===== src/rtl/calc_op_sequencer.sv =====
// Multi-cycle ADD/SUB/MUL sequencer driving an external full_adder_nbits.
// SUB runs a two's-complement negate pass then an add pass; MUL is shift-add.
module calc_op_sequencer #(
  parameter int width = 4
) (
  input  logic               clk_i,
  input  logic               rst_ni,
  input  logic               start_i,
  input  logic [1:0]         op_i,
  input  logic [width-1:0]   a_i,
  input  logic [width-1:0]   b_i,
  output logic               ready_o,
  output logic [width-1:0]   add_a_o,
  output logic [width-1:0]   add_b_o,
  input  logic [width-1:0]   add_s_i,
  input  logic               add_cout_i,
  output logic [2*width-1:0] result_o,
  output logic               carry_o,
  output logic               err_o,
  output logic               done_o
);

  localparam int CW = $clog2(width) + 1;
  localparam logic [1:0] OP_ADD = 2'b00;
  localparam logic [1:0] OP_SUB = 2'b01;
  localparam logic [1:0] OP_MUL = 2'b10;

  typedef enum logic [2:0] {
    S_IDLE,
    S_NEG,
    S_ADD,
    S_MUL,
    S_DONE
  } state_t;

  state_t             state_q, state_d;
  logic [width-1:0]   a_q, b_q;
  logic [1:0]         op_q;
  logic               neg_c;
  logic [2*width-1:0] p_q, p_next;
  logic [CW-1:0]      cnt_q;
  logic               accept, last_mul;

  assign ready_o  = (state_q == S_IDLE);
  assign done_o   = (state_q == S_DONE);
  assign accept   = start_i & ready_o;
  assign last_mul = (cnt_q == CW'(width - 1));
  // Partial product shifts right one bit per pass, absorbing the adder carry at the top.
  assign p_next   = {add_cout_i, add_s_i, p_q[width-1:1]};

  always_comb begin
    state_d = state_q;
    add_a_o = '0;
    add_b_o = '0;
    case (state_q)
      S_IDLE: begin
        if (accept) begin
          case (op_i)
            OP_ADD:  state_d = S_ADD;
            OP_SUB:  state_d = S_NEG;
            OP_MUL:  state_d = S_MUL;
            default: state_d = S_DONE;
          endcase
        end
      end
      S_NEG: begin
        add_a_o = ~b_q;
        add_b_o = width'(1);
        state_d = S_ADD;
      end
      S_ADD: begin
        add_a_o = a_q;
        add_b_o = b_q;
        state_d = S_DONE;
      end
      S_MUL: begin
        add_a_o = p_q[2*width-1:width];
        add_b_o = p_q[0] ? a_q : '0;
        if (last_mul) state_d = S_DONE;
      end
      S_DONE:  state_d = S_IDLE;
      default: state_d = S_IDLE;
    endcase
  end

  always_ff @(posedge clk_i) begin
    if (!rst_ni) begin
      state_q  <= S_IDLE;
      a_q      <= '0;
      b_q      <= '0;
      op_q     <= '0;
      neg_c    <= 1'b0;
      p_q      <= '0;
      cnt_q    <= '0;
      result_o <= '0;
      carry_o  <= 1'b0;
      err_o    <= 1'b0;
    end else begin
      state_q <= state_d;
      case (state_q)
        S_IDLE: begin
          if (accept) begin
            a_q   <= a_i;
            b_q   <= b_i;
            op_q  <= op_i;
            neg_c <= 1'b0;
            p_q   <= {{width{1'b0}}, b_i};
            cnt_q <= '0;
            if (op_i == 2'b11) err_o <= 1'b1;
          end
        end
        S_NEG: begin
          b_q   <= add_s_i;
          neg_c <= add_cout_i;
        end
        S_ADD: begin
          result_o <= {{width{1'b0}}, add_s_i};
          // Negating zero is the only case that carries, and then a >= b always holds.
          carry_o  <= (op_q == OP_SUB) ? (add_cout_i | neg_c) : add_cout_i;
          err_o    <= 1'b0;
        end
        S_MUL: begin
          p_q   <= p_next;
          cnt_q <= cnt_q + CW'(1);
          if (last_mul) begin
            result_o <= p_next;
            carry_o  <= 1'b0;
            err_o    <= 1'b0;
          end
        end
        default: ;
      endcase
    end
  end

endmodule


===== config.mk =====
export PLATFORM = sky130hd
export DESIGN_NAME = calc_op_sequencer
export DESIGN_NICKNAME = d
export VERILOG_FILES = /design/src/rtl/calc_op_sequencer.sv
export SDC_FILE = /design/constraint.sdc
export NUM_CORES = 1
export LEC_CHECK = 0
export CAP_MARGIN = 20
export CORE_MARGIN = 1.5
export CORE_UTILIZATION = 40
export DETAILED_ROUTE_END_ITERATION = 12
export PLACE_DENSITY = 0.65
export SETUP_SLACK_MARGIN = 0.3
export SYNTH_ARGS = -nofsm -noshare
export SYNTH_HDL_FRONTEND = slang
export SYNTH_SLANG_ARGS = --single-unit

===== constraint.sdc =====
create_clock -name clk_i -period 1.46 [get_ports clk_i]
set_clock_uncertainty 0.05 [all_clocks]
set_input_delay 0.219 -clock clk_i [delete_from_list [all_inputs] [get_ports clk_i]]
set_output_delay 0.219 -clock clk_i [all_outputs]
set_load 0.02 [all_outputs]

[After elaboration in Yosys (flattened, before gate mapping)]
Index checks and enable logic that the tools add are counted.
Word-level totals
  flip-flop bits (word level): 35
  input port bits: 18
  output and inout bits: 20
  logic and storage cells: 61
Cells by class
  $add $sub $neg: 1
  equality and inequality tests: 12
  muxes and demuxes: 23
  bitwise gates (word level): 3
  reduce and logical (&&, ||, !) cells: 12
Operator list (count)
  $pmux 8 s2: 2
  $pmux 4 s3: 2
  $mux 8: 2
  $pmux 3 s4: 1
  $reduce_and 2->1: 5
  $eq 3x2->1 const B: 3
  $mux 3: 3
  $pmux 3 s3: 1
  $mux 4: 2
  $pmux 4 s2: 1
  $pmux 3 s2: 1
  $reduce_bool 2->1: 3
  $mux 1: 5
  $eq 2x1->1 const B: 2
  $eq 2x2->1 const B: 2
  $ne 2x1->1 const B: 2
  $not 4->4: 1
  $pmux 1 s2: 2
  $reduce_and 4->1: 1
  $add 3x1->3 const B: 1
  $eq 3x1->1 const B: 1
  $eq 3x3->1 const B: 1
  $logic_not 3->1: 1
  $pmux 1 s3: 1
  other kinds (5): 5

[Depth between registers and ports, before layout]
Gate-level depths: netlist (run 1).
  word-level depth: 4
  mapped depth: 6
  depth with buffers taken out: 5

[Worst setup path after synthesis (run 1)]
No wires, ideal clock.
  path type: register to output
  start point: register state_q[2]
  end point: output done_o
  arrival time: 1.280 ns
  data required time: 1.191 ns
  setup slack: -0.089 ns
  cell stages (with the launch flop): 4
  buffers on the path: 2
  cell sequence: dfxtp_1 -> buf_6 -> clkbuf_1 -> nor3b_1
On the way
  cells in the longest elaborated chain, start to end: 1
RTL lines
  start, declared: RTL line 36  | state_t state_q, state_d;
  start signal, assigned: RTL line 99  | state_q <= state_d;
  $eq 3x3->1: RTL line 45  | assign done_o = (state_q == S_DONE);
  end, declared: RTL line 20  | output logic done_o
Every way passes these cells.

[Final worst setup path (run 1)]
  start point: register state_q[1]
  end point: register p_q[4]
On the way
  cells in the longest elaborated chain, start to end: 4
  elaborated cells between the ends (all ways): 7
  classes of those cells: 2 x eq/ne; 1 x mux; 1 x bitwise; 3 x reduce/logical
RTL lines
  $logic_not 3->1: RTL line 44, 100
  $and 1x1->1: RTL line 46  | assign accept = start_i & ready_o;
  $ne 2x1->1 (no line)
  $reduce_and 2->1 (no line)
  end signal, assigned: RTL line 107  | p_q <= {{width{1'b0}}, b_i};
  end signal, assigned: RTL line 123  | p_q <= p_next;
  end, declared: RTL line 40  | logic [2*width-1:0] p_q, p_next;
Several ways; a longest one is shown, not always the timed one.
A chain may end at the register's enable or synchronous reset.

==> results of run 1 <==
what timing repair did:
item,4_1_cts,5_1_grt
buffers inserted,14,5
endpoints found under the setup margin,55,54
gates cloned,0,1
pin swaps,16,12
gates resized for setup,141,28
tightest hold or removal path, stage by stage:
cell            delay (ns)
dlymetal6s2s_1        0.16
buf_4                 0.15
nand2_1               0.06
a21oi_2               0.05
layout by cell type, fill, tap and decap left out, drive strengths merged:
cell type      count
clkbuf             8
a311oi             4
a31oi              6
or3b               1
mux2               1
or4b               1
nand2b             4
and2b              2
a22oi              1
a21bo              1
nand3b             2
clkinv             2
o21ai             10
nor2b              1
o221a              1
clkdlybuf4s50     15
dfxtp             35
o22ai              2
nand2             36
a32o               3
ha                 5
and2               3
inv                3
nand3             18
a2111oi            1
nor3b              4
a2bb2oi            1
a21oi             29
nor4b              2
and3b              2
dlymetal6s2s       2
nor3               6
nor2               7
buf               77
worst max path at each step:
stage	end	slack, ns	depth (start not counted)
CTS	add_a_o[2]	-0.18	5
finish	p_q[4]	-0.22	5
global placement	p_q[0]	-0.28	5
floorplan	add_b_o[3]	0.05	5
detailed placement	add_a_o[1]	-0.32	5
global route	p_q[1]	-0.24	5
kinds of logic after synthesis:
| group | after synthesis |
|---|---|
| flip-flops | 35 |
| AND/OR/NAND/NOR | 89 |
| AO/OA/AOI/OAI | 59 |
| multiplexers | 1 |
| adder cells (fa/ha/maj) | 5 |
| buffers and inverters | 20 |
power by group through the flow:
stage | combinational [mW] | clock, mW | sequential, mW
finish | 0.727 | 0.683 | 1.05
global route | 0.767 | 0.731 | 1.06
CTS | 0.690 | 0.689 | 1.05
detailed placement | 0.583 | 0 | 1.07
global placement | 0.568 | 0 | 1.07
floorplan | 0.313 | 0 | 1.08
routing by layer:
layer	global-route usage [%]	vias up	part of all wire, %
met3	6.006	5	4.3
met1	32.67	935	44
met4	7.353	0	0.53
li1	-	919	-
met2	43.03	63	51
met5	0	-	0
through the flow:
step	instance area, um2	util (%)
global route	3123	76.42
global placement	2594	63.47
finish	3123	76.42
CTS	3027	74.07
detailed placement	2594	63.47
floorplan	1978	-
layout make-up:
| type | instances | area (um2) | share of cell area, % |
|---|---|---|---|
| clock buffers | 7 | 76.32 | 2.444 |
| clock inverters | 1 | 5.005 | 0.1603 |
| repair buffers | 95 | 923.4 | 29.57 |
| well taps | 50 | 62.56 | 2.003 |
| flip-flops and latches | 35 | 716.9 | 22.96 |
| multi-input cells | 154 | 1324 | 42.39 |
| inverters | 4 | 15.01 | 0.4808 |
sequential cells by signal (all words and copies together), names as in the netlist:
name	count
result_o	8
b_q	4
cnt_q	3
neg_c	1
p_q	8
op_q	2
state_q	3
err_o	1
a_q	4
carry_o	1
==> flow_metrics.py, run 1 <==
metrics = {
    "pwr": {
        "pwr-share-clk_pct": 27.7,
        "finalPower_mw": 2.464,
        "comb_power_share_pct": 29.5,
        "vdd_drop_max_uv": 803.7,
        "power-per-cell-area_nw_per_um2": 789.0,
        "p_switching_uw": 752.5,
        "p_leak_nw": 1.278,
        "power.internal_mw": 1.711,
        "seqPwrFrac_pct": 42.8,
        "switching_share_pct": 30.54,
    },
    "synth": {
        "syn-num-nets": 232,
        "yosys-mux-area-fraction_pct": 0.6503,
        "synth_top_family_by_area": "simple AND/OR/NAND/NOR gates",
        "syn-instance-count": 209,
        "synthTopCellsByArea": "dfxtp_1 (40%), a21oi_1 (8.4%), nand2_1 (7.8%), nand3_1 (5.2%), ha_1 (3.6%)",
        "ys_seq_area_share_pct": 40.46,
        "synth_ff_type": "dfxtp_1",
        "synth.cells.most_frequent": "nand2_1 (36), dfxtp_1 (35), a21oi_1 (29), nand3_1 (18), o21ai_0 (10)",
        "synth_xor_area_share_pct": 0,
        "synthAdderAreaFrac_pct": 3.613,
        "netlist_area_um2": 1732,
        "ys_types": 37,
        "yosysWarnings": 0,
        "synth-compound-area-share_pct": 20.66,
        "ys_ff_latch": 35,
        "ys_async_sr_fraction_pct": 0,
        "synth_area_leader_cell": "dfxtp_1",
        "synth_most_common_cell": "nand2_1",
        "synth_edf_count": 0,
        "syn_area_per_cell_um2": 8.285,
        "synth_simple_gate_area_share_pct": 27.60,
        "synth.top_cell.area_share_pct": 40.46,
    },
    "clocking": {
        "clockRootBuffer": "clkbuf_8",
        "cts.htree.levels": 2,
        "clk_pin_slew_ns": 0.07,
        "clockBufferDepth": 2,
        "cts_tree": "done",
        "cts_hold_buf": 0,
        "clkLatencyLatePin_ns": 0.29,
        "cts.sinks": 35,
        "numCtsBuffers": 5,
    },
    "worst_setup_path": {
        "ff2ff_path_depth": 5,
        "cp-startpoint": "state_q[1]",
        "reg2reg_to": "p_q[4]",
        "crit_arrival_ns": 1.79,
        "critPathSlowestCell": "or4b_4",
        "end_kind": "flop",
        "critPathLaunchType": "flop",
        "reg2reg_from": "state_q[1]",
        "worstPathMaxFanout": 8,
        "cp.buffers_inverters": 2,
        "crit_family": "simple AND/OR/NAND/NOR gates",
        "critical_path_class": "flop to flop",
        "r2r_slack_ns": -0.22,
        "cp_common_cell": "buf_4",
        "slowest_delay_ns": 0.60,
        "crit_chain": "buf_4 -> or4b_4 -> buf_4 -> nand3_2 -> a21oi_1",
        "required_ns": 1.57,
    },
    "detailed_routing": {
        "drc_errors": 0,
        "drt_iter0_markers": 113,
        "routedWlPerCell_um": 17.54,
        "vias_per_cell": 5.555,
        "dr_total_vias": 1922,
        "drtAntennaViolNets": 0,
        "drt_pass1_iterations": 4,
        "drt_wl_total_mm": 6.069,
    },
    "global_route": {
        "grt_overflow": 0,
        "grt_pass1_vias": 1776,
        "antenna_found_initial": 0,
        "grt_max_degree": 25,
        "grt_pass1_wl_mm": 8.756,
        "grtUsageTotal_pct": 25.60,
    },
    "placement": {
        "post-place-ws_ns": -0.3162,
        "gp_congestion": 0.7732,
        "dpl.cell_count": 318,
        "port_buffers": 37,
        "post-dp-hpwl_mm": 3.771,
    },
    "sta": {
        "worst_pin_slew_ns": 0.3419,
        "grt_setup_unrepaired": "yes",
        "min_period_ns": 1.676,
        "final.setup.tns_ns": -5.000,
        "finalSetupViolCount": 32,
        "post-route-period-util_pct": 114.8,
        "setup_slack_ns": -0.2164,
        "hold_ws_ns": 0.3441,
        "max_slew_margin_pct": 77.21,
        "fmax_ghz": 0.5965,
        "report.final.slew_viol_count": 0,
        "hold_violations": 0,
    },
    "die": {
        "num_rows": 23,
        "start_util_pct": 42.38,
        "die-area_um2": 4733,
        "ioPinCount": 38,
        "die_h_um": 68.80,
        "core_area_um2": 4086,
        "die_w_um": 68.80,
    },
    "hold_path": {
        "worstHoldPathCells": 4,
        "min_from": "op_i[0]",
        "holdPathEnd": "op_q[0]",
        "hold_path.class": "input pin to flop",
    },
    "outcome": {
        "status": "finished, violations left",
        "violations": "negative setup slack",
    },
    "run": {
        "maxCapViolations": 0,
    },
    "cells_and_area": {
        "fillers": 269,
        "layout-drive-gt1-share_pct": 55.74,
        "area_delta_synth_final_pct": 80.35,
        "fin_nets": 318,
        "fin_cells": 346,
        "n_antenna_cell": 0,
    },
}
(Power assumes the default switching activity.)
==> run 2, diff against run 1 <==
- CORE_UTILIZATION: 40 -> 36
- PLACE_DENSITY: 0.65 -> 0.59
==> run 2 against run 1 <==
Effect of this change:
- fmax up 2.7%
- combinational power up 1%
- core utilization down 10 points
- register-to-register slack better by 0.04 ns
- the run still ends with negative setup slack left
==> flow_metrics.py, run 2 (synthesis results as in run 1) <==
metrics = {
    "cells_and_area": {
        "area_delta_synth_final_pct": 79.99,
        "layout-drive-gt1-share_pct": 57.19,
        "fin_nets": 314,
        "utilization_pct": 66.43,
        "final_cell_mix": "buf_4 (34), dfxtp_1 (30), nand2_1 (27), buf_6 (19), clkdlybuf4s50_1 (17)",
        "reg_top3": "p_q (8), result_o (8)",
        "n_antenna_cell": 0,
        "final_common_cell": "buf_4",
        "finalInstanceArea_um2": 3117,
    },
    "worst_setup_path": {
        "r2r_slack_ns": -0.17,
        "critical_path_class": "flop to flop",
        "required_ns": 1.58,
        "critPathLaunchType": "flop",
        "critPathSlowestCell": "or4b_4",
        "crit_chain": "buf_8 -> buf_6 -> or4b_4 -> o22ai_2 -> nor3_1",
        "end_kind": "flop",
        "crit_family": "simple AND/OR/NAND/NOR gates",
        "slowest_delay_ns": 0.58,
        "cp.buffers_inverters": 2,
        "reg2reg_from": "state_q[1]",
        "worstPathMaxFanout": 7,
        "reg2reg_to": "b_q[2]",
        "crit_arrival_ns": 1.75,
        "ff2ff_path_depth": 5,
    },
    "sta": {
        "finalSetupViolCount": 32,
        "worst_pin_slew_ns": 0.3677,
        "report.final.slew_viol_count": 0,
        "final.setup.tns_ns": -4.178,
        "min_period_ns": 1.632,
        "post-route-period-util_pct": 111.8,
        "setup_slack_ns": -0.1718,
        "grt_setup_unrepaired": "yes",
        "fmax_ghz": 0.6128,
        "hold_violations": 0,
        "max_slew_margin_pct": 75.48,
    },
    "outcome": {
        "status": "finished, violations left",
        "violations": "negative setup slack",
    },
    "hold_path": {
        "min_from": "op_q[1]",
        "worstHoldPathCells": 2,
        "holdPathEnd": "op_q[1]",
        "hold_path.class": "flop to flop",
    },
    "placement": {
        "post-place-ws_ns": -0.3526,
        "post-dp-hpwl_mm": 3.548,
        "port_buffers": 37,
        "gp_congestion": 0.7938,
        "placed_area_um2": 2571,
    },
    "clocking": {
        "clk_pin_slew_ns": 0.08,
        "numCtsBuffers": 5,
        "clockBufferDepth": 2,
        "cts.sinks": 35,
        "clkLatencyLatePin_ns": 0.28,
        "cts_hold_buf": 0,
        "clockRootBuffer": "clkbuf_8",
        "cts.htree.levels": 2,
        "cts_tree": "done",
    },
    "die": {
        "die_w_um": 72.36,
        "start_util_pct": 36.91,
        "core_area_um2": 4692,
        "num_rows": 25,
        "ioPinCount": 38,
        "die-area_um2": 5235,
        "die_h_um": 72.36,
    },
    "pwr": {
        "power-per-cell-area_nw_per_um2": 798.7,
        "p_leak_nw": 1.265,
        "finalPower_mw": 2.489,
        "vdd_drop_max_uv": 528.8,
    },
    "global_route": {
        "grt_overflow": 0,
        "grt_pass1_wl_mm": 9.087,
        "antenna_found_initial": 0,
        "grt_pass1_vias": 1826,
        "grt_max_degree": 29,
        "grtUsageTotal_pct": 22.77,
    },
    "detailed_routing": {
        "vias_per_cell": 5.454,
        "routedWlPerCell_um": 17.18,
        "drtAntennaViolNets": 0,
        "drt_iter0_markers": 100,
        "drc_errors": 0,
        "drt_pass1_iterations": 4,
        "drt_wl_total_mm": 5.946,
        "dr_total_vias": 1887,
    },
    "run": {
        "maxCapViolations": 0,
    },
}
## run 2: metal layers
layer	track usage [%]	up-vias	wire, um
li1	-	917	-
met2	38.79	48	2979
met4	5.870	0	60
met3	4.722	7	199
met5	0	-	0
met1	29.40	915	2707
## run 2: final cells by class
cell class                 instances  area, um2
timing repair buffer              89      877.1
inverter                           4      15.01
clock inverter                     2      11.26
multi-input combinational        156       1361
sequential                        35      711.9
fill                             373       1575
tap                               54      67.56
clock buffer                       6      72.57
## run 2: how the worst max path moves through the flow
stage	depth (start not counted)	startpoint	slack, ns	end
2_1_floorplan	5	state_q[2]	0.05	add_b_o[3]
3_3_place_gp	4	start_i	-0.34	b_q[2]
3_5_place_dp	4	start_i	-0.35	b_q[2]
4_1_cts	5	state_q[1]	-0.20	b_q[3]
5_1_grt	7	state_q[2]	-0.21	b_q[0]
6_report	5	state_q[1]	-0.17	b_q[2]
## run 2: timing repair
item	4_1_cts	5_1_grt
setup buffers	8	6
setup endpoints to repair	55	50
pin swaps	11	19
cloned	3	1
resized for setup	128	42
## run 2: report_power, final
| part | leakage, nW | internal, mW | switching (mW) |
|---|---|---|---|
| clock network | 0.0455 | 0.335 | 0.367 |
| logic | 0.931 | 0.376 | 0.359 |
| registers | 0.288 | 1.01 | 0.0465 |
| total | 1.26 | 1.72 | 0.772 |
## run 2: through the flow
step           instances  hold WS [ns]
2_1_floorplan        209        0.3050
3_3_place_gp         320        0.4028
3_5_place_dp         320        0.4077
4_1_cts              339        0.4161
5_1_grt              346        0.4384
6_report             346        0.4131
## run 2: tightest hold or removal path, delay by kind of cell, from the launching register on
family,cells,cell delay [ns]
compound gates,1,0.05
simple gates,1,0.06
flops,1,0.31
==> variant 1, RTL diff (flow settings as in run 2) <==
Change the parameter `width` from 4 to 8.
--- a/src/rtl/calc_op_sequencer.sv
+++ b/src/rtl/calc_op_sequencer.sv
@@ -1,7 +1,7 @@
 // Multi-cycle ADD/SUB/MUL sequencer driving an external full_adder_nbits.
 // SUB runs a two's-complement negate pass then an add pass; MUL is shift-add.
 module calc_op_sequencer #(
-  parameter int width = 4
+  parameter int width = 8
 ) (
   input  logic               clk_i,
   input  logic               rst_ni,
Interface: changed (6 resized); port bits go from 38 to 66. The function was not compared with the original's and may differ.
==> variant 1 against run 2 <==
The flow still finishes with violations (setup timing); synthesized cell count is 72% higher; routed wire length increased by 54%; combinational power grew 76%; setup slack lost 0.13 ns; non-clock buffer count increased by 25; worst hold slack got worse by 0.038 ns; area after synthesis is 73% higher; critical path depth is 1 lower; total power grew 87%; via count is 63% higher; sequential share of layout area is 3.2 points higher; design area rose by 52%; die area rose by 70%; sequential cell count grew 25.
==> variant 1: results (changes against run 2) <==
[outcome]
outcome = complete, but fails checks
violations = setup timing

[sta]
setup_ws_ns = -0.304  ; -0.133 ns
setup_viol = 71  ; +120%
whs_ns = 0.375  ; -0.0379 ns

[global_route]
grt_max_degree = 33  ; +14%
grt_pass1_vias = 2883  ; +58%

[route]
drtIter0Drc = 169  ; +69%
met2_length_um = 4670  ; +57%
wl_per_cell_um = 16.3  ; -5.4%

[worst_hold_path]
min_from = a_i[3]

[place]
dp.cells = 540  ; +69%
post-place-ws_ns = -0.396  ; -0.0438 ns
io_buffers = 65  ; +76%

[layout]
reg_top3 = p_q (16), result_o (16)
fillCellCount = 729  ; +95%
fin_nets = 487  ; +55%
instances_no_fill = 563  ; +63%

[worst_setup_path]
crit_family = flip-flops
cp_slowest_cell = dfxtp_4
worstPathArrival_ns = 1.50  ; -0.25 ns

[cts]
clk_latency_ns = 0.35  ; +0.07 ns
numCtsBuffers = 9  ; +4

[synth]
synth_common_cells = nand2_1 (74), dfxtp_1 (60), a21oi_1 (47), nand2b_1 (21), nand3_1 (19)
netlist_top_cells_area = dfxtp_1 (40%), nand2_1 (9.3%), a21oi_1 (7.9%)

[pwr]
intPower_mw = 3.14  ; +83%
vdd_drop_max_mv = 0.518  ; -2.1%

variant 1: cell types whose count changed after synthesis, moves of 10 or more:
| cell | change |
|---|---|
| o21ai_0 | -10 |
| a21oi_1 | +18 |
| dfxtp_1 | +25 |
| nand2b_1 | +17 |
| nand3_2 | +10 |
| a22oi_1 | +17 |
| nand2_1 | +38 |
variant 1: kinds of logic after synthesis:
family | Yosys count | synth area share, %
and+or+nand+nor | 146 | 26.9
AOI/OAI and AO/OA | 114 | 24.8
DFF | 60 | 40.1
buffers and inverters | 36 | 6.52
adders and majority gates | 4 | 1.67
variant 1: cell type report:
cell class	count	area (um2)	area share, %
clock buffer	10	149	3.15
clock inverter	6	51.3	1.08
inverter	4	27.5	0.582
multi-input combinational	264	1960	41.4
sequential	60	1230	26.0
tap	105	131	2.78
timing repair buffer	114	1180	25.0
variant 1: repair_timing:
action                                 in CTS  in global routing
setup buffers                               5                  0
endpoints found under the hold margin       0                  0
gates resized for setup                   200                 23
cloned                                      0                  2
pin swaps                                  13                 12
hold buffers                                0                  0
setup endpoints to repair                  96                 86
variant 1: power by group through the flow:
stage / clock network (mW) / registers, mW / logic, mW
floorplan: 0 / 1.89 / 0.683
global placement: 0 / 1.87 / 1.18
detailed placement: 0 / 1.88 / 1.19
CTS: 1.55 / 1.84 / 1.24
global route: 1.62 / 1.86 / 1.39
finish: 1.52 / 1.84 / 1.29
variant 1: worst max-delay path by stage:
stage | slack [ns] | endpoint | from
floorplan | -0.006 | add_b_o[1] | state_q[2]
global placement | -0.38 | add_a_o[5] | state_q[1]
detailed placement | -0.40 | add_a_o[6] | state_q[1]
CTS | -0.31 | add_b_o[5] | state_q[0]
global route | -0.37 | add_b_o[5] | state_q[0]
finish | -0.30 | add_b_o[5] | state_q[1]
==> variant 2, RTL diff (config.mk and constraints of run 2) <==
Made on the original files. Register the output `err_o` once more, without a reset; this adds one clock of latency there. The other outputs are not delayed to match.
--- a/src/rtl/calc_op_sequencer.sv
+++ b/src/rtl/calc_op_sequencer.sv
@@ -32,6 +32,8 @@
     S_MUL,
     S_DONE
   } state_t;
+
+  logic err_s0;
 
   state_t             state_q, state_d;
   logic [width-1:0]   a_q, b_q;
@@ -94,7 +96,7 @@
       cnt_q    <= '0;
       result_o <= '0;
       carry_o  <= 1'b0;
-      err_o    <= 1'b0;
+      err_s0   <= 1'b0;
     end else begin
       state_q <= state_d;
       case (state_q)
@@ -106,7 +108,7 @@
             neg_c <= 1'b0;
             p_q   <= {{width{1'b0}}, b_i};
             cnt_q <= '0;
-            if (op_i == 2'b11) err_o <= 1'b1;
+            if (op_i == 2'b11) err_s0 <= 1'b1;
           end
         end
         S_NEG: begin
@@ -117,7 +119,7 @@
           result_o <= {{width{1'b0}}, add_s_i};
           // Negating zero is the only case that carries, and then a >= b always holds.
           carry_o  <= (op_q == OP_SUB) ? (add_cout_i | neg_c) : add_cout_i;
-          err_o    <= 1'b0;
+          err_s0   <= 1'b0;
         end
         S_MUL: begin
           p_q   <= p_next;
@@ -125,7 +127,7 @@
           if (last_mul) begin
             result_o <= p_next;
             carry_o  <= 1'b0;
-            err_o    <= 1'b0;
+            err_s0   <= 1'b0;
           end
         end
         default: ;
@@ -133,5 +135,9 @@
     end
   end
 
+  always_ff @(posedge clk_i) begin
+    err_o <= err_s0;
+  end
+
 endmodule
 
Check against the original RTL: not equivalent (Yosys sat finds a counterexample within 4 cycles, from zero or initial values and one cycle with rst_ni low).
==> variant 2 against run 2 <==
The run still ends with setup timing left; area after synthesis increased by 1.2%; design area about the same; fmax is 0.64% higher; clock power rose by 7.7%; sequential power increased by 4%; sequential cell count increased by 1; setup slack improved by 0.010 ns; routed wire length increased by 2.6%; die area increased by 1.1%; total power increased by 2.1%; critical path type is now reg2out; largest power group unchanged.
==> variant 2: results (changes against run 2) <==
[layout]
drive_gt1_share_pct = 54.8  ; -2.4 points
fillCellCount = 375  ; +0.54%
fin_nets = 316  ; +0.64%

[place]
post-dp-hpwl_um = 3650  ; +3.0%
gp_congestion = 0.836  ; +5.3%
place_area_mm2 = 0.00255  ; -0.88%

[synth]
seq_area_frac_synth_pct = 41.1  ; +0.68 points
synth_common_cells = dfxtp_1 (36), nand2_1 (36), a21oi_1 (29), nand3_1 (18), o21ai_0 (10)
netlist_top_cells_area = dfxtp_1 (41%), a21oi_1 (8.3%), nand2_1 (7.7%)
mappedNetlistNets = 233  ; +0.43%

[pwr]
vdd_drop_max_mv = 0.694  ; +31%
p_sw_mw = 0.769  ; -0.46%
p_leak_nw = 1.26  ; about the same

[worst_hold_path]
hold_depth = 0  ; -2
hold_end = err_o

[sta]
whs_ns = 0.331  ; -0.0823 ns
setup_ws_ns = -0.161  ; +0.0103 ns
setup_viol = 38  ; +19%
setup_tns_ns = -3.24  ; +0.943 ns

[worst_setup_path]
timing.rr.end = b_q[0]
reg2reg_slack_ns = -0.14  ; +0.03 ns
r2r_start = state_q[0]
worstPathArrival_ns = 1.35  ; -0.40 ns

[global_route]
grt_pass1_wl_um = 9620  ; +5.8%
grt_max_degree = 21  ; -28%

[route]
wl_per_cell_um = 17.5  ; +2.0%
drtIter0Drc = 112  ; +12%
via_count = 1927  ; +2.1%

[cts]
clk_path_buf_depth = 2  ; unchanged

[outcome]
violations = setup timing
outcome = complete, but fails checks

-- variant 2: worst max-delay path by stage --
stage                           from          to  slack [ns]
after floorplan           state_q[2]  add_b_o[3]        0.05
after global placement    state_q[0]  add_b_o[3]       -0.38
after detailed placement  state_q[0]  add_a_o[3]       -0.39
after CTS                 state_q[2]  add_b_o[1]       -0.15
after global routing      state_q[0]  add_a_o[3]       -0.20
final                     state_q[2]  add_b_o[1]       -0.16
-- variant 2: timing repair --
action                     in CTS  in global routing
pin swaps                      19                  7
resized for setup             141                 26
setup buffers                  17                  2
setup endpoints to repair      55                 53
cloned                          4                  0
-- variant 2: cell type report --
cell class,instances,area share (%)
inverters,4,0.482
well taps,54,2.17
flip-flops and latches,36,23.6
repair buffers,89,28.2
clock buffers,8,2.89
multi-input cells,157,42.7
-- variant 2: routing by layer --
metal / global-route usage [%] / wire length [um] / up-vias
met5: 0 / 0 / -
met4: 11.5 / 109 / 0
met3: 3.73 / 332 / 9
met2: 39.9 / 3130 / 65
met1: 30.8 / 2530 / 923
li1: - / - / 930
-- variant 2: kinds of logic after synthesis --
group / Yosys count / share of synthesized area [%]
compound gates: 59 / 20.4
fa+ha+maj: 5 / 3.57
buf+inv: 20 / 6.93
flops: 36 / 41.1
mux: 1 / 0.643
simple gates: 89 / 27.3
-- variant 2: worst max-delay path: stages, from the launching register on --
cell     delay [ns]
dfxtp_4        0.41
and3b_2        0.25
a32o_2         0.28
buf_6          0.13
-- variant 2: through the flow --
step           setup WS (ns)  utilization [%]  instances
3_3_place_gp          -0.383             54.3        317
2_1_floorplan         0.0476                -        210
3_5_place_dp          -0.391             54.3        317
6_report              -0.161             66.4        348
4_1_cts               -0.149             65.2        346
5_1_grt               -0.200             66.4        348
-- variant 2: power groups by stage --
stage,registers [mW],clock network [mW],logic [mW]
finish,1.09,0.756,0.695
global route,1.10,0.813,0.736
global placement,1.11,0,0.528
CTS,1.09,0.748,0.648
detailed placement,1.11,0,0.529
floorplan,1.11,0,0.313
